[config.mk]
export PLATFORM = sky130hd
export DESIGN_NAME = memory_write_control
export DESIGN_NICKNAME = d
export VERILOG_FILES = /design/src/rtl/memory_write_control_pkg.sv /design/src/rtl/memory_write_control_pixel_packer.sv /design/src/rtl/memory_write_control.sv
export SDC_FILE = /design/constraint.sdc
export NUM_CORES = 1
export LEC_CHECK = 0
export ABC_AREA = 1
export CAP_MARGIN = 20
export CORE_MARGIN = 10
export CORE_UTILIZATION = 50
export DETAILED_ROUTE_END_ITERATION = 16
export HOLD_SLACK_MARGIN = 0.1
export PLACE_DENSITY = 0.73
export SETUP_SLACK_MARGIN = 0.15
export SYNTH_ARGS = -nofsm -noshare
export SYNTH_HDL_FRONTEND = slang
export SYNTH_SLANG_ARGS = --single-unit
export TNS_END_PERCENT = 20
[constraint.sdc]
create_clock -name i_clk -period 3 [get_ports i_clk]
set_clock_uncertainty 0.1 [all_clocks]
set_input_delay 0.45 -clock i_clk [delete_from_list [all_inputs] [get_ports i_clk]]
set_output_delay 0.45 -clock i_clk [all_outputs]
set_load 0.03 [all_outputs]
[src/rtl/memory_write_control_pkg.sv]
// Shared types and constants for the frame-memory write path.
package memory_write_control_pkg;

  localparam int PIX_WIDTH    = 24;
  localparam int PIX_PER_WORD = 4;

  typedef enum logic [1:0] {
    S_WIDLE   = 2'd0,
    S_WWAIT   = 2'd1,
    S_WACTIVE = 2'd2
  } Wstate_t;

endpackage

[src/rtl/memory_write_control_pixel_packer.sv]
// Packs consecutive pixels into one memory word, lowest slot first.
// A completed or flushed word is presented combinationally for one cycle;
// the caller registers it. Unused slots of a flushed word are zero.
module memory_write_control_pixel_packer #(
  parameter  int DATA_WIDTH   = 96,
  parameter  int PIX_PER_WORD = 4,
  localparam int PIX_WIDTH    = DATA_WIDTH / PIX_PER_WORD,
  localparam int SLOT_WIDTH   = (PIX_PER_WORD > 1) ? $clog2(PIX_PER_WORD) : 1
) (
  input  logic                  i_clk,
  input  logic                  rst_n,
  input  logic                  i_clear,
  input  logic                  i_store,
  input  logic                  i_flush,
  input  logic [PIX_WIDTH-1:0]  i_pixel,
  output logic                  o_word_valid,
  output logic [DATA_WIDTH-1:0] o_word
);

  localparam logic [SLOT_WIDTH-1:0] SLOT_LAST = SLOT_WIDTH'(PIX_PER_WORD - 1);

  logic [SLOT_WIDTH-1:0] slot_q, slot_d;
  logic [DATA_WIDTH-1:0] data_q, data_d;
  logic [DATA_WIDTH-1:0] inserted;

  // Insert the pixel at the current slot; emit the word when full or on flush.
  always_comb begin
    inserted = data_q;
    for (int i = 0; i < PIX_PER_WORD; i++) begin
      if (slot_q == SLOT_WIDTH'(i)) begin
        inserted[i*PIX_WIDTH +: PIX_WIDTH] = i_pixel;
      end
    end
    slot_d       = slot_q;
    data_d       = data_q;
    o_word_valid = 1'b0;
    o_word       = inserted;
    if (i_clear) begin
      slot_d = '0;
      data_d = '0;
    end else if (i_flush) begin
      o_word       = data_q;
      o_word_valid = (slot_q != '0);
      slot_d       = '0;
      data_d       = '0;
    end else if (i_store) begin
      if (slot_q == SLOT_LAST) begin
        o_word_valid = 1'b1;
        slot_d       = '0;
        data_d       = '0;
      end else begin
        slot_d = slot_q + SLOT_WIDTH'(1);
        data_d = inserted;
      end
    end
  end

  // Slot index and partial word storage.
  always_ff @(posedge i_clk or negedge rst_n) begin
    if (!rst_n) begin
      slot_q <= '0;
      data_q <= '0;
    end else begin
      slot_q <= slot_d;
      data_q <= data_d;
    end
  end

endmodule

[src/rtl/memory_write_control.sv]
// Write side of the frame memory: packs a DE-qualified pixel stream into
// words and writes them at a linearly incrementing address per frame.
// Optional sticky status outputs o_ovf/o_line_err: MEMORY_WRITE_STATUS_EN.
module memory_write_control #(
  parameter  int DATA_WIDTH   = memory_write_control_pkg::PIX_WIDTH *
                                memory_write_control_pkg::PIX_PER_WORD,
  parameter  int PIX_PER_WORD = memory_write_control_pkg::PIX_PER_WORD,
  parameter  int ADDR_DEPTH   = 512 * 512 / 4,
  parameter  int ADDR_WIDTH   = $clog2(ADDR_DEPTH),
  localparam int PIX_W        = DATA_WIDTH / PIX_PER_WORD
) (
  input  logic                  i_clk,
  input  logic                  rst_n,
  input  logic                  i_vsync,
  input  logic                  i_de,
  input  logic [PIX_W-1:0]      i_pixel,
  input  logic [10:0]           i_hres,
  input  logic [10:0]           i_vres,
  output logic                  o_wen,
  output logic [ADDR_WIDTH-1:0] o_waddr,
  output logic [DATA_WIDTH-1:0] o_wdata,
  output logic                  o_frame_done,
`ifdef MEMORY_WRITE_STATUS_EN
  output logic                  o_ovf,
  output logic                  o_line_err,
`endif
  output logic                  o_busy
);

  import memory_write_control_pkg::*;

  localparam logic [ADDR_WIDTH-1:0] ADDR_LAST = ADDR_WIDTH'(ADDR_DEPTH - 1);

  Wstate_t               state_q, state_d;
  logic                  vsync_q;
  logic                  rise;
  logic [10:0]           hres_q, hres_d, vres_q, vres_d;
  logic [10:0]           line_q, line_d, pix_q, pix_d;
  logic [ADDR_WIDTH-1:0] addr_q, addr_d, waddr_q, waddr_d;
  logic                  full_q, full_d;
  logic                  wen_q, wen_d, done_q, done_d, busy_q, busy_d;
  logic [DATA_WIDTH-1:0] wdata_q, wdata_d;
  logic                  pk_clear, pk_store, pk_flush, pk_word_valid;
  logic [DATA_WIDTH-1:0] pk_word;
  logic                  zero_cfg, last_line, line_end_last;

  assign rise      = i_vsync & ~vsync_q;
  assign zero_cfg  = (hres_q == 11'd0) || (vres_q == 11'd0);
  assign last_line = ((line_q + 11'd1) == vres_q);

  memory_write_control_pixel_packer #(
    .DATA_WIDTH   (DATA_WIDTH),
    .PIX_PER_WORD (PIX_PER_WORD)
  ) u_packer (
    .i_clk        (i_clk),
    .rst_n        (rst_n),
    .i_clear      (pk_clear),
    .i_store      (pk_store),
    .i_flush      (pk_flush),
    .i_pixel      (i_pixel),
    .o_word_valid (pk_word_valid),
    .o_word       (pk_word)
  );

  // Frame/line sequencing: a vsync rise restarts the frame from any state.
  always_comb begin
    state_d       = state_q;
    hres_d        = hres_q;
    vres_d        = vres_q;
    line_d        = line_q;
    pix_d         = pix_q;
    pk_clear      = 1'b0;
    pk_store      = 1'b0;
    pk_flush      = 1'b0;
    line_end_last = 1'b0;
    if (rise) begin
      pk_clear = 1'b1;
      hres_d   = i_hres;
      vres_d   = i_vres;
      line_d   = 11'd0;
      pix_d    = 11'd0;
      state_d  = S_WWAIT;
    end else begin
      case (state_q)
        S_WWAIT: begin
          if (i_de) begin
            state_d = S_WACTIVE;
            if (!zero_cfg) begin
              pk_store = 1'b1;
              pix_d    = 11'd1;
            end
          end
        end
        S_WACTIVE: begin
          if (i_de) begin
            if (!zero_cfg && (pix_q < hres_q)) begin
              pk_store = 1'b1;
              pix_d    = pix_q + 11'd1;
            end
          end else begin
            pk_flush = 1'b1;
            pix_d    = 11'd0;
            line_d   = line_q + 11'd1;
            if (zero_cfg) begin
              state_d = S_WIDLE;
            end else if (last_line) begin
              state_d       = S_WIDLE;
              line_end_last = 1'b1;
            end else begin
              state_d = S_WWAIT;
            end
          end
        end
        default: ;
      endcase
    end
  end

  // Address generation, overflow suppression and frame-done timing.
  // When the last line's final stored pixel completes a word, frame done
  // rides with that write; otherwise it rides with the line-end flush.
  always_comb begin
    addr_d  = addr_q;
    full_d  = full_q;
    wen_d   = 1'b0;
    waddr_d = waddr_q;
    wdata_d = wdata_q;
    done_d  = 1'b0;
    if (rise) begin
      addr_d = '0;
      full_d = 1'b0;
    end else begin
      if (pk_word_valid && !full_q) begin
        wen_d   = 1'b1;
        waddr_d = addr_q;
        wdata_d = pk_word;
        if (addr_q == ADDR_LAST) begin
          full_d = 1'b1;
        end else begin
          addr_d = addr_q + ADDR_WIDTH'(1);
        end
      end
      done_d = (line_end_last && ((pix_q != hres_q) || pk_word_valid)) ||
               (pk_store && pk_word_valid && last_line &&
                ((pix_q + 11'd1) == hres_q));
    end
    busy_d = (state_d != S_WIDLE);
  end

  // All state and registered outputs.
  always_ff @(posedge i_clk or negedge rst_n) begin
    if (!rst_n) begin
      state_q <= S_WIDLE;
      vsync_q <= 1'b0;
      hres_q  <= '0;
      vres_q  <= '0;
      line_q  <= '0;
      pix_q   <= '0;
      addr_q  <= '0;
      full_q  <= 1'b0;
      wen_q   <= 1'b0;
      waddr_q <= '0;
      wdata_q <= '0;
      done_q  <= 1'b0;
      busy_q  <= 1'b0;
    end else begin
      state_q <= state_d;
      vsync_q <= i_vsync;
      hres_q  <= hres_d;
      vres_q  <= vres_d;
      line_q  <= line_d;
      pix_q   <= pix_d;
      addr_q  <= addr_d;
      full_q  <= full_d;
      wen_q   <= wen_d;
      waddr_q <= waddr_d;
      wdata_q <= wdata_d;
      done_q  <= done_d;
      busy_q  <= busy_d;
    end
  end

  assign o_wen        = wen_q;
  assign o_waddr      = waddr_q;
  assign o_wdata      = wdata_q;
  assign o_frame_done = done_q;
  assign o_busy       = busy_q;

`ifdef MEMORY_WRITE_STATUS_EN
  logic ovf_q, ovf_d, line_err_q, line_err_d, long_q, long_d;

  // Sticky status: suppressed writes and lines whose length differs from hres.
  always_comb begin
    ovf_d      = ovf_q;
    line_err_d = line_err_q;
    long_d     = long_q;
    if (rise) begin
      ovf_d      = 1'b0;
      line_err_d = 1'b0;
      long_d     = 1'b0;
    end else begin
      if (pk_word_valid && full_q) begin
        ovf_d = 1'b1;
      end
      if ((state_q == S_WACTIVE) && !zero_cfg) begin
        if (i_de) begin
          if (pix_q == hres_q) begin
            long_d = 1'b1;
          end
        end else begin
          if ((pix_q != hres_q) || long_q) begin
            line_err_d = 1'b1;
          end
          long_d = 1'b0;
        end
      end
    end
  end

  // Status flops.
  always_ff @(posedge i_clk or negedge rst_n) begin
    if (!rst_n) begin
      ovf_q      <= 1'b0;
      line_err_q <= 1'b0;
      long_q     <= 1'b0;
    end else begin
      ovf_q      <= ovf_d;
      line_err_q <= line_err_d;
      long_q     <= long_d;
    end
  end

  assign o_ovf      = ovf_q;
  assign o_line_err = line_err_q;
`else
  // Status outputs and their tracking logic are not built.
`endif

endmodule

== Word level (Yosys, flattened, before mapping) ==
Index checks and enable logic that the tools add are counted.
Widths: inputs -> output; s select.
Word-level totals
  register bits: 277
  input bits: 50
  output and inout bits: 115
  word-level logic and storage cells: 120
Cells by class
  $add $sub $neg: 4
  magnitude comparators: 1
  eq/ne operators: 14
  multiplexer cells: 57
  bitwise logic cells: 3
  reductions and logical operators: 26
Operator list (number)
  $mux 96: 6
  $mux 24: 4
  $mux 11: 8
  $mux 16: 3
  $mux 1: 26
  $add 11x1->11 const B: 2
  $eq 11x11->1: 2
  $logic_not 11->1: 2
  $pmux 11 s2: 1
  $add 16x1->16 const B: 1
  $eq 16x16->1 const B: 1
  $mux 2: 7
  $lt 11x11->1: 1
  $ne 11x11->1: 1
  $reduce_bool 2->1: 5
  $reduce_and 2->1: 4
  $eq 2x2->1 const B: 3
  $logic_and 1x1->1: 6
  $ne 3x3->1 const B: 2
  $reduce_bool 3->1: 2
  $eq 2x1->1 const B: 2
  $ne 4x4->1 const B: 1
  $pmux 2 s2: 1
  $reduce_and 4->1: 1
  other kinds (9): 13

== Logic depth before layout (Yosys ltp) ==
  word-level depth: 16
  gate-level depth with buffers: 17
  gate-level depth less buffers: 16

== Modules after synthesis ==
A second synthesis with hierarchy kept.
Second synthesis, totals
  cells, all modules: 2080
  area, all modules: 14647.8 um2
By module, submodules not included
  memory_write_control: times used 1, cells each 1022, area an instance 8326.7 um2, seq. area each 4479.3 um2
  memory_write_control_pixel_packer: times used 1, cells each 1058, area an instance 6321.1 um2, seq. area each 2452.4 um2

== Worst setup path after synthesis ==
OpenSTA, ideal clock, no wires.
  path kind: register to register
  from: register pix_q[2]
  to: register u_packer.data_q[68]
  setup time: 119 ps
  arrival time: 1858 ps
  data required time: 2781 ps
  path slack: 923 ps
  cell stages (with the launch flop): 15
  buffers on the path: 2
  period minus slack after synthesis: 2077 ps
  path through: dfrtp_1 > ha_1 > a21oi_1 > nand2_1 > nand2_1 > nand2_1 > nand2_1 > nand2_1 > nand2_1 > nand2_1 > nand2_1 > buf_2 > buf_2 > o21ai_0 > o21a_1
Between the ends
  word-level cells in the longest chain between the ends: 7
Ends and longest elaborated chain
  from (decl): line memory_write_control.sv:38  | logic [10:0] line_q, line_d, pix_q, pix_d;
  from (signal assigned): line memory_write_control.sv:172  | pix_q <= pix_d;
  $lt 11x11->1: line memory_write_control.sv:96  | if (!zero_cfg && (pix_q < hres_q)) begin
  $logic_and 1x1->1: line memory_write_control.sv:96
  $mux 1: line memory_write_control.sv:96
  $mux 1: line memory_write_control.sv:95  | if (i_de) begin
  $pmux 1 s2: line memory_write_control.sv:84  | case (state_q)
  $mux 1: line memory_write_control.sv:76  | if (rise) begin
  $reduce_bool 3->1 (no source line)
  to (signal assigned): line memory_write_control_pixel_packer.sv:65  | data_q <= data_d;
  to (decl): line memory_write_control_pixel_packer.sv:23  | logic [DATA_WIDTH-1:0] data_q, data_d;
No other way between the ends.
A chain may end at the register's enable or synchronous reset.

== Worst setup path in the final report ==
  from: register hres_q[10]
  to: register u_packer.data_q[37]
Between the ends
  word-level cells in the longest chain between the ends: 9
  elaborated cells on any way between the ends: 12
  those cells by class: order compare (1); mux (6); reduce/logical (5)
Ends and longest elaborated chain
  from (decl): line memory_write_control.sv:37  | logic [10:0] hres_q, hres_d, vres_q, vres_d;
  from (signal assigned): line memory_write_control.sv:169  | hres_q <= hres_d;
  parallel branches: the longest is 6 deep, another holds $lt 11x11->1
  $pmux 1 s2 (*): line memory_write_control.sv:84
  $mux 1 (*): line memory_write_control.sv:76
  $reduce_bool 3->1 (no source line) (*)
Every way passes the cells marked *.

==> flow_metrics.tcl <==
set metrics [dict create \
    outcome "complete, no violations" \
    mostFrequentLayoutCells "676 x sky130_fd_sc_hd__nand2_1, 279 x sky130_fd_sc_hd__o21ai_0, 277 x sky130_fd_sc_hd__dfrtp_1" \
    dr_iter_0_viols 1026 \
    hpwlAfterDp_um 25300 \
    postCtsSetupRepairBufs 0 \
    num_vias 12100 \
    place.gp.congestion 0.860 \
    clockRootBuffer "sky130_fd_sc_hd__clkbuf_16" \
    drt-wirelength-per-cell_um 16.9 \
    initial_antenna_violation_count 1 \
    syn_nets 1829 \
    io-pin-count 165 \
    timing.hold.worst.class "primary input to flip-flop" \
    layout-drive-gt1-share 0.0503 \
    cellLeakagePower_nw 7.72 \
    area_fraction_in_compound_gates_after_synthesis 0.158 \
    antenna_cells 0 \
    crit_path_end_kind "flip-flop" \
    via_cell_ratio 5.36 \
    first_global_vias 11700 \
    synth-adder-area-share 0.0182 \
    mappedNetlistArea_sq_um 13800 \
    timing_hold_violations_final 0 \
    path_max_fanout 72 \
    most_common_library_cell_in_the_layout_ignoring_fill_and_taps "sky130_fd_sc_hd__nand2_1" \
    stdcell_area_sq_um 16700 \
    yosys_register_bits 277 \
    layout.filler_cells 2361 \
    syn_avg_cell_area_sq_um 7.84 \
    grt_util_all_layers 0.218 \
    port_buffers 164 \
    detail-route-antenna-nets 0 \
    pwr_density_cell_nw_per_um2 951 \
    die_area_sq_um 34600 \
    timing.final.crit_period_ns 2.65 \
    drt_pass1_iterations 5 \
    tritoncts "yes" \
    synth_simple_gate_area_frac 0.240 \
    postRouteWirelength_um 38000 \
    cts.reportedPaths.clkPinSlew_ns 0.06 \
    clock.fmax_mhz 378 \
    cts_num_sinks 277 \
    synth_top_family_by_area "simple AND/OR/NAND/NOR gates" \
    worstPathArrival_ns 2.98 \
    total_neg_setup_slack_ns 0 \
    ys_types 36 \
    die-width_um 186 \
    layout-area-overhead-vs-synth_pct 21.1 \
    design.core.area_sq_um 27000 \
    critical_path.startpoint_type "flip-flop" \
    chipHeight_um 186 \
    yosys.area_share.xor_xnor 0.0125 \
    finalSetupViolCount 0 \
    worst_slew_margin_rel 0.594 \
    global_route.peak_usage_layer "met2" \
    worst-endpoint-required_ns 3.34 \
    max_transition_viols_final 0 \
    cts_max_level 1 \
    groute.layer.met2.usage 0.363 \
    final_net_count 1955 \
    grtUsageMet1 0.289 \
    post-route-drc-count 0 \
    crit_type "flip-flop to flip-flop" \
    worst_pin_slew_ns 0.610 \
    setup_repair_after_global_routing_missed_its_margin "no" \
    ir_worst_vdd_mv 0.687 \
    synth-warning-count 0 \
    placement_rows 60 \
    placed_area_sq_um 15700 \
    effective_utilization_at_floorplan 0.510 \
    synth-seq-area-share 0.503 \
    gr-usage-met3 0.0380 \
    cts_resized 0 \
    max_cap_viols 0 \
    fin_crit_sh 0.882 \
    clock_latency_ns 0.56 \
    tritoncts_buffer_count 30 \
    grt.overflow.total 0 \
    cts-root-to-sink-buffers 3 \
    post_synth_inst_count 1759 \
    synth_mux_area_frac 0 \
    grt_pass1_wl_um 60900 \
    grt_start_max_net_pins 148 \
]
## layer usage
layer,up-vias,share of wire
li1,5908,-
met1,5788,0.44
met2,310,0.48
met3,47,0.058
met4,0,0.019
met5,-,0
## cells by family (layout without fill, tap and decap cells)
kind of cell	count (synthesis)	after routing
xor+xnor	15	15
buf+inv	219	369
simple gates	836	836
compound gates	392	392
fa+ha+maj	20	20
flops	277	277
## cells in the mapped netlist (all sizes together)
library cell | instances | area share
a21o | 1 | 0.00054
and3 | 1 | 0.00045
o21a | 72 | 0.039
o22ai | 15 | 0.0068
xor2 | 10 | 0.0064
nor2 | 81 | 0.023
a32oi | 1 | 0.00064
a31oi | 1 | 0.00045
buf | 50 | 0.023
a211oi | 1 | 0.00054
or2 | 4 | 0.0018
dfrtp | 277 | 0.50
nand3 | 44 | 0.016
o21ai | 284 | 0.10
xnor2 | 2 | 0.0013
inv | 123 | 0.033
clkbuf | 46 | 0.013
a21oi | 16 | 0.0058
nand2 | 681 | 0.19
nand3b | 2 | 0.0020
nand4 | 14 | 0.0064
o211ai | 1 | 0.00054
ha | 20 | 0.018
nor3 | 9 | 0.0033
xnor3 | 3 | 0.0049
## worst max-delay path, stage by stage, from the launching register on
cell                      delay [ns]
sky130_fd_sc_hd__dfrtp_1        0.39
sky130_fd_sc_hd__inv_1          0.10
sky130_fd_sc_hd__ha_1           0.33
sky130_fd_sc_hd__a21oi_1        0.14
sky130_fd_sc_hd__o21ai_0        0.13
sky130_fd_sc_hd__nor2_1         0.13
sky130_fd_sc_hd__nand2_1        0.07
sky130_fd_sc_hd__nand2_1        0.10
sky130_fd_sc_hd__nand2_1        0.16
sky130_fd_sc_hd__nand2_4        0.23
sky130_fd_sc_hd__buf_12         0.31
sky130_fd_sc_hd__o21ai_0        0.17
sky130_fd_sc_hd__o21a_1         0.15
## worst paths after layout
| path | start | end | slack (ns) | depth (start not counted) |
|---|---|---|---|---|
| max in group asynchronous | rst_n | u_packer.data_q[55] | 1.58 | 3 |
| hold / removal | i_vsync | vsync_q | 0.27 | 1 |
| setup / recovery | hres_q[10] | u_packer.data_q[37] | 0.35 | 12 |
| setup reg to reg | hres_q[10] | u_packer.data_q[37] | 0.35 | 12 |
| min in group asynchronous | rst_n | hres_q[3] | 0.35 | 2 |
| hold reg to reg | o_wdata[19] | o_wdata[19] | 0.38 | 2 |
## repair_timing
action                                  4_1_cts  5_1_grt
hold endpoints to repair                     67        0
endpoints found under the setup margin        0        0
hold buffers                                  1        0
## sequential cells by signal, indices dropped and copies added (netlist names), 11 cells and up
signal	count
addr_q	16
hres_q	11
line_q	11
o_waddr	16
o_wdata	96
pix_q	11
u_packer.data_q	96
vres_q	11
## layout make-up
type	count	area, sq um	area share
inverter	123	463	0.0277
clock inverter	16	141	0.00847
tap	341	427	0.0256
clock buffer	40	870	0.0521
multi-input combinational	1263	5910	0.354
sequential	277	6930	0.415
timing repair buffer	190	1940	0.116
## where the power goes
group | leakage, nW | internal [mW] | switching [mW]
registers | 3.54 | 4.94 | 0.885
logic | 3.69 | 2.48 | 3.83
clock network | 0.501 | 2.20 | 1.56
## metrics by stage
stage	utilization	setup WS (ns)	power (mW)	std cells	hold WS (ns)
after floorplan	-	0.923	9.81	1759	0.0544
after global placement	0.580	0.313	12.0	2193	0.357
after detailed placement	0.580	0.247	12.2	2193	0.358
after CTS	0.618	0.369	16.0	2250	0.257
after global routing	0.618	0.165	16.9	2250	0.270
final	0.618	0.354	15.9	2250	0.274
No activity file was read; power rests on OpenSTA's default activity.
